File: src/rtl/chunk_serial_addsub.sv
// Multi-cycle adder/subtractor: one CHUNK-bit ripple slice per clock, carry kept
// in a register between slices, start/busy/done handshake with registered results.
module chunk_serial_addsub #(
    parameter int WIDTH = 16,
    parameter int CHUNK = 4
) (
    input  logic             clk,
    input  logic             rst,
    input  logic             start,
    input  logic             sub,
    input  logic [WIDTH-1:0] a,
    input  logic [WIDTH-1:0] b,
    input  logic             cin,
    output logic             busy,
    output logic             done,
    output logic [WIDTH-1:0] sum,
    output logic             cout,
    output logic             ovf
);

    localparam int N  = WIDTH / CHUNK;
    localparam int KW = (N > 1) ? $clog2(N) : 1;

    generate
        if (WIDTH < 1 || CHUNK < 1 || CHUNK > WIDTH || (WIDTH % CHUNK) != 0) begin : g_param_check
            $error("chunk_serial_addsub: need 1 <= CHUNK <= WIDTH and WIDTH %% CHUNK == 0");
        end
    endgenerate

    typedef enum logic {IDLE, RUN} state_t;

    state_t             state_reg, state_next;
    logic [WIDTH-1:0]   a_reg, b_reg, work_reg, work_next;
    logic               carry_reg;
    logic [KW-1:0]      k_reg;
    logic [CHUNK:0]     c;
    logic [CHUNK-1:0]   s;
    logic               load, step, last;

    // Operands shift right each cycle so the active chunk always sits at bit 0.
    assign c[0] = carry_reg;
    generate
        for (genvar gi = 0; gi < CHUNK; gi++) begin : g_fa
            assign s[gi]   = a_reg[gi] ^ b_reg[gi] ^ c[gi];
            assign c[gi+1] = (a_reg[gi] & b_reg[gi]) | (c[gi] & (a_reg[gi] ^ b_reg[gi]));
        end
    endgenerate

    // Results enter at the top and shift down; after N steps chunk k lands at k*CHUNK.
    assign work_next = (work_reg >> CHUNK) | (WIDTH'(s) << (WIDTH - CHUNK));
    assign busy      = (state_reg == RUN);

    always_comb begin
        state_next = state_reg;
        load       = 1'b0;
        step       = 1'b0;
        last       = (k_reg == KW'(N - 1));
        case (state_reg)
            IDLE: begin
                if (start) begin
                    load       = 1'b1;
                    state_next = RUN;
                end
            end
            RUN: begin
                step = 1'b1;
                if (last) begin
                    state_next = IDLE;
                end
            end
            default: state_next = IDLE;
        endcase
    end

    always_ff @(posedge clk) begin
        if (rst) begin
            state_reg <= IDLE;
            k_reg     <= '0;
            carry_reg <= 1'b0;
            a_reg     <= '0;
            b_reg     <= '0;
            work_reg  <= '0;
            sum       <= '0;
            cout      <= 1'b0;
            ovf       <= 1'b0;
            done      <= 1'b0;
        end else begin
            state_reg <= state_next;
            done      <= step && last;
            if (load) begin
                a_reg     <= a;
                b_reg     <= sub ? ~b : b;
                carry_reg <= sub ? 1'b1 : cin;
                k_reg     <= '0;
            end
            if (step) begin
                a_reg     <= a_reg >> CHUNK;
                b_reg     <= b_reg >> CHUNK;
                work_reg  <= work_next;
                carry_reg <= c[CHUNK];
                k_reg     <= k_reg + 1'b1;
                if (last) begin
                    sum  <= work_next;
                    cout <= c[CHUNK];
                    ovf  <= c[CHUNK] ^ c[CHUNK-1];
                end
            end
        end
    end

endmodule

File: config.mk
export PLATFORM = sky130hd
export DESIGN_NAME = chunk_serial_addsub
export DESIGN_NICKNAME = d
export VERILOG_FILES = /design/src/rtl/chunk_serial_addsub.sv
export SDC_FILE = /design/constraint.sdc
export NUM_CORES = 1
export LEC_CHECK = 0
export ABC_AREA = 1
export BUFFER_PORTS_ARGS = -buffer_cell sky130_fd_sc_hd__buf_2
export CORE_MARGIN = 3
export CORE_UTILIZATION = 45
export CTS_CLUSTER_SIZE = 24
export DETAILED_ROUTE_END_ITERATION = 16
export PLACE_DENSITY_LB_ADDON = 0.25
export SYNTH_ARGS = -nofsm -noshare
export SYNTH_HDL_FRONTEND = slang
export SYNTH_SLANG_ARGS = --single-unit
File: constraint.sdc
create_clock -name clk -period 2.8 [get_ports clk]
set_input_delay 0.28 -clock clk [delete_from_list [all_inputs] [get_ports clk]]
set_output_delay 0.28 -clock clk [all_outputs]
set_load 0.1 [all_outputs]
# --- Yosys cells after proc, flatten, opt, wreduce, memory -nomap -nowiden ---
# Index checks and enable logic that the tools add are counted.
op_classes:
  n_reduce_logical: 4
  n_mux: 15
  add_sub_neg: 1
  n_bitwise: 24
  n_eq_ne: 1
op_table:
  columns: ["cell", "count"]
  rows:
  - ["$mux 12", 4]
  - ["$mux 16", 1]
  - ["$not 16->16", 1]
  - ["$or 12x16->16", 1]
  - ["$xor 1x1->1", 9]
  - ["$and 1x1->1", 8]
  - ["$mux 1", 7]
  - ["$mux 2", 2]
  - ["$or 1x1->1", 4]
  - ["$add 2x1->2 const B", 1]
  - ["$eq 2x2->1 const B", 1]
  - ["$pmux 1 s2", 1]
  - ["$reduce_and 2->1", 1]
  - ["$reduce_bool 2->1", 1]
  - ["$reduce_or 2->1", 1]
  - ["$logic_and 1x1->1", 1]
  - ["$not 1->1", 1]
word_totals:
  out_inout_bits: 20
  in_bits: 37
  wordCells: 57
  reg_bits: 71

# --- Logic depth before layout (Yosys ltp) ---
logic_depth:
  ltp_word: 10
  ltp_mapped: 10
  depth_no_buf: 10

# --- Worst setup path before layout ---
# OpenSTA, ideal clock, no wires.
synth_path:
  path_type: "register to register"
  from: "register a_reg[0]"
  to: "register sum[15]"
  t_required_ps: 2726
  t_arrival_ps: 1969
  n_path_buf: 0
  synth_period_minus_slack_ps: 2043
  slack_ps: 757
  setup_ps: 74
  stages_incl_launch_ff: 9
  path_cell_list: "dfxtp_1 > fa_1 > inv_1 > fa_1 > inv_1 > fa_1 > inv_1 > fa_1 > o21ai_0"
synth_between:
  elab_chain_len: 9
  elab_cells_between_ends: 10
  cone_classes: "10 x bitwise"
synth_lines:
  columns: ["item", "line_no", "rtl"]
  rows:
  - ["start, declared", "33", "logic [WIDTH-1:0] a_reg, b_reg, work_reg, work_next;"]
  - ["start signal, assigned", "97", "a_reg <= a_reg >> CHUNK;"]
  - ["$xor 1x1->1", "45", "assign c[gi+1] = (a_reg[gi] & b_reg[gi]) | (c[gi] & (a_reg[gi] ^ b_reg[gi]));"]
  - ["$and 1x1->1", "45", null]
  - ["$or 1x1->1 *", "45", null]
  - ["$and 1x1->1 *", "45", null]
  - ["$or 1x1->1 *", "45", null]
  - ["$and 1x1->1 *", "45", null]
  - ["$or 1x1->1 *", "45", null]
  - ["$xor 1x1->1 *", "44", "assign s[gi] = a_reg[gi] ^ b_reg[gi] ^ c[gi];"]
  - ["$or 12x16->16 *", "50", "assign work_next = (work_reg >> CHUNK) | (WIDTH'(s) << (WIDTH - CHUNK));"]
  - ["end signal, assigned", "103", "sum <= work_next;"]
  - ["end, declared", "16", "output logic [WIDTH-1:0] sum,"]
# Every way passes the cells marked *; elsewhere a longest branch is shown, timed or not.
# A chain may end at the register's enable or synchronous reset.

# --- Worst setup path after layout ---
# Ends and elaborated chain as after synthesis.

==> metrics.txt <==
DRC violation count after routing=0; fillers=646; root buffer cell=clkbuf_8; GRT Overall Usage=0.161; minimum clock period=between 2 and 2.5 ns; clock latency on the worst-skew pair=0.34 ns; net count after synthesis=around 450; drt wl/cell=10.9 µm; H-tree depth=3; Worst-Margin Slew=0.503 ns; CTS Buffer Depth=2; die area=about 7600 µm²; final period utilization=0.773; FP Rows=29; Slew HR=0.665; vias=2543; layout cells sized above 1=0.181; initial antenna violation count=0; post-synth top area share=0.450; Port Buffers=56; final slew viol count=0; final wirelength=around 5800 µm; ranking of synthesized cells by area=dfxtp_1, nand2_1, a21oi_1, nand3_1, inv_1; Synth Instances=404; Seq/Total Area, Yosys=0.450; Initial Util=0.466; Peak VDD IR=a little under 0.4 mV; Crit Path Class=reg -> reg; DRT antenna net count=0; Synth area leader=dfxtp_1; clk slew on worst S/H paths=0.07 ns; first-pass GRT wire length=9690 µm; Horiz. Die Dim=just under 90 µm; Num Clock Sinks=between 60 and 70; Power Density=593 nW/µm²; CTS tree=yes; Final Instance Area=3390 µm²; hold_buf cts=0; Critical Path Fanout Max=2; synth warn=0; Final Skew=0.00595 ns; final net count=about 490; Max Clk Rate=462 MHz; TritonRoute pass-1 iters=4; vias in the first global route=2192; Worst Hold Class=in -> reg; area of the mapped netlist=2980 µm²; Placer Congestion=about 0.8; grt ovf=0; Ant. Diodes=0; syn_area_per_cell=7.37 µm²; I/O pin cnt=57; total CTS buffers=9; final setup violation count=0; crit start category=register; Leak=0.00174 µW; post-synthesis cell type count=24; setup TNS=0 ns; status=finished clean; Crit. End Element=register; Final Hold Fails=0; MaxCap Viol Count=0; DP Area=roughly 3200 µm²; post-DR vias/cell=4.79; CP arrival=2.43 ns; Final Total Pwr=approximately 2000 µW; largest net degree at the start of global routing=45; number of post-CTS setup repair buffers=0; register bit total from synthesis=67; DP HPWL=4080 µm; RSZ-0062 raised after global routing=false; required time of the critical path=between 3 and 4 ns; post-CTS sizing=0; Die Y=87.3 µm; Starting DRT DRC Count=~130; core box area=about 6400 µm²; area grow syn2layout=13.7%
through the flow:
step                       util  hold WS [ns]  cells  worst slack (ns)
final                     0.530         0.206    531             0.636
after global routing      0.530         0.201    531             0.486
after CTS                 0.530         0.192    531             0.627
after detailed placement  0.500         0.429    515             0.640
after global placement    0.500         0.424    515             0.688
after floorplan               -         0.413    404             0.757
layout make-up:
cell class | count | area, µm² | area share
clock buffer | 9 | 124 | 0.0366
clock inverter | 7 | 68.8 | 0.0203
inverter | 53 | 201 | 0.0595
multi-input combinational | 261 | 1260 | 0.374
sequential | 67 | 1340 | 0.397
tap | 77 | 96.3 | 0.0285
timing repair buffer | 57 | 288 | 0.0850
cells in the final DEF, fill, tap and decap left out:
master / synthesis / final
bufinv_16: 0 / 1
clkinvlp_4: 0 / 2
xnor2_1: 4 / 4
nand3_1: 42 / 42
fa_1: 4 / 4
clkinv_1: 1 / 1
o21ai_0: 28 / 28
ha_1: 1 / 1
nor2_4: 1 / 1
nor2_1: 14 / 14
inv_1: 49 / 49
nand3_4: 1 / 1
nor2_8: 1 / 1
a21oi_1: 43 / 43
xor2_1: 1 / 1
clkbuf_8: 0 / 9
buf_2: 7 / 56
nand2_2: 1 / 1
dfxtp_1: 67 / 66
inv_4: 1 / 1
nor2_2: 1 / 1
nand2_1: 117 / 117
buf_4: 8 / 1
dfxtp_2: 0 / 1
clkinv_2: 0 / 3
clkinv_4: 0 / 1
inv_2: 2 / 2
o21ai_1: 2 / 2
per-layer routing:
metal	share of wire	vias up	GRT usage
li1	-	1364	-
met1	0.45	1118	0.192
met2	0.48	55	0.272
met3	0.051	6	0.0568
met4	0.011	0	0.0460
met5	0	-	0
synthesized netlist by cell type (all sizes together):
master,instances
a21oi,43
buf,21
clkbuf,2
clkinv,1
dfxtp,67
fa,4
ha,1
inv,52
nand2,118
nand3,43
nor2,17
o21ai,30
xnor2,4
xor2,1
logic make-up after synthesis:
kind of cell    synth area share
buf+inv                    0.125
simple gates               0.256
compound gates             0.123
fa+ha+maj                 0.0311
flops                      0.450
xor+xnor                  0.0147
worst max-delay path, stage by stage, from the launching register on:
cell and delay [ns]:
dfxtp_1 0.33, fa_1 0.41, inv_1 0.08, fa_1 0.16, inv_1 0.05, fa_1 0.39
inv_1 0.09, fa_1 0.42, o21ai_0 0.16
power by group:
part	switching, µW	internal [µW]
registers	30.6	999
logic	131	77.9
clock network	362	407
final timing paths:
check,slack (ns),to,start,depth (start not counted)
worst min register to register,0.44,sum[1]$_SDFFE_PP0P_,work_reg[5]$_SDFFE_PP0P_,2
worst max-delay path,0.64,sum[15]$_SDFFE_PP0P_,a_reg[0]$_SDFFE_PP0P_,8
worst max register to register,0.64,sum[15]$_SDFFE_PP0P_,a_reg[0]$_SDFFE_PP0P_,8
worst min-delay path,0.21,a_reg[12]$_SDFFE_PP0P_,a[12],3
(Power assumes the default switching activity.)
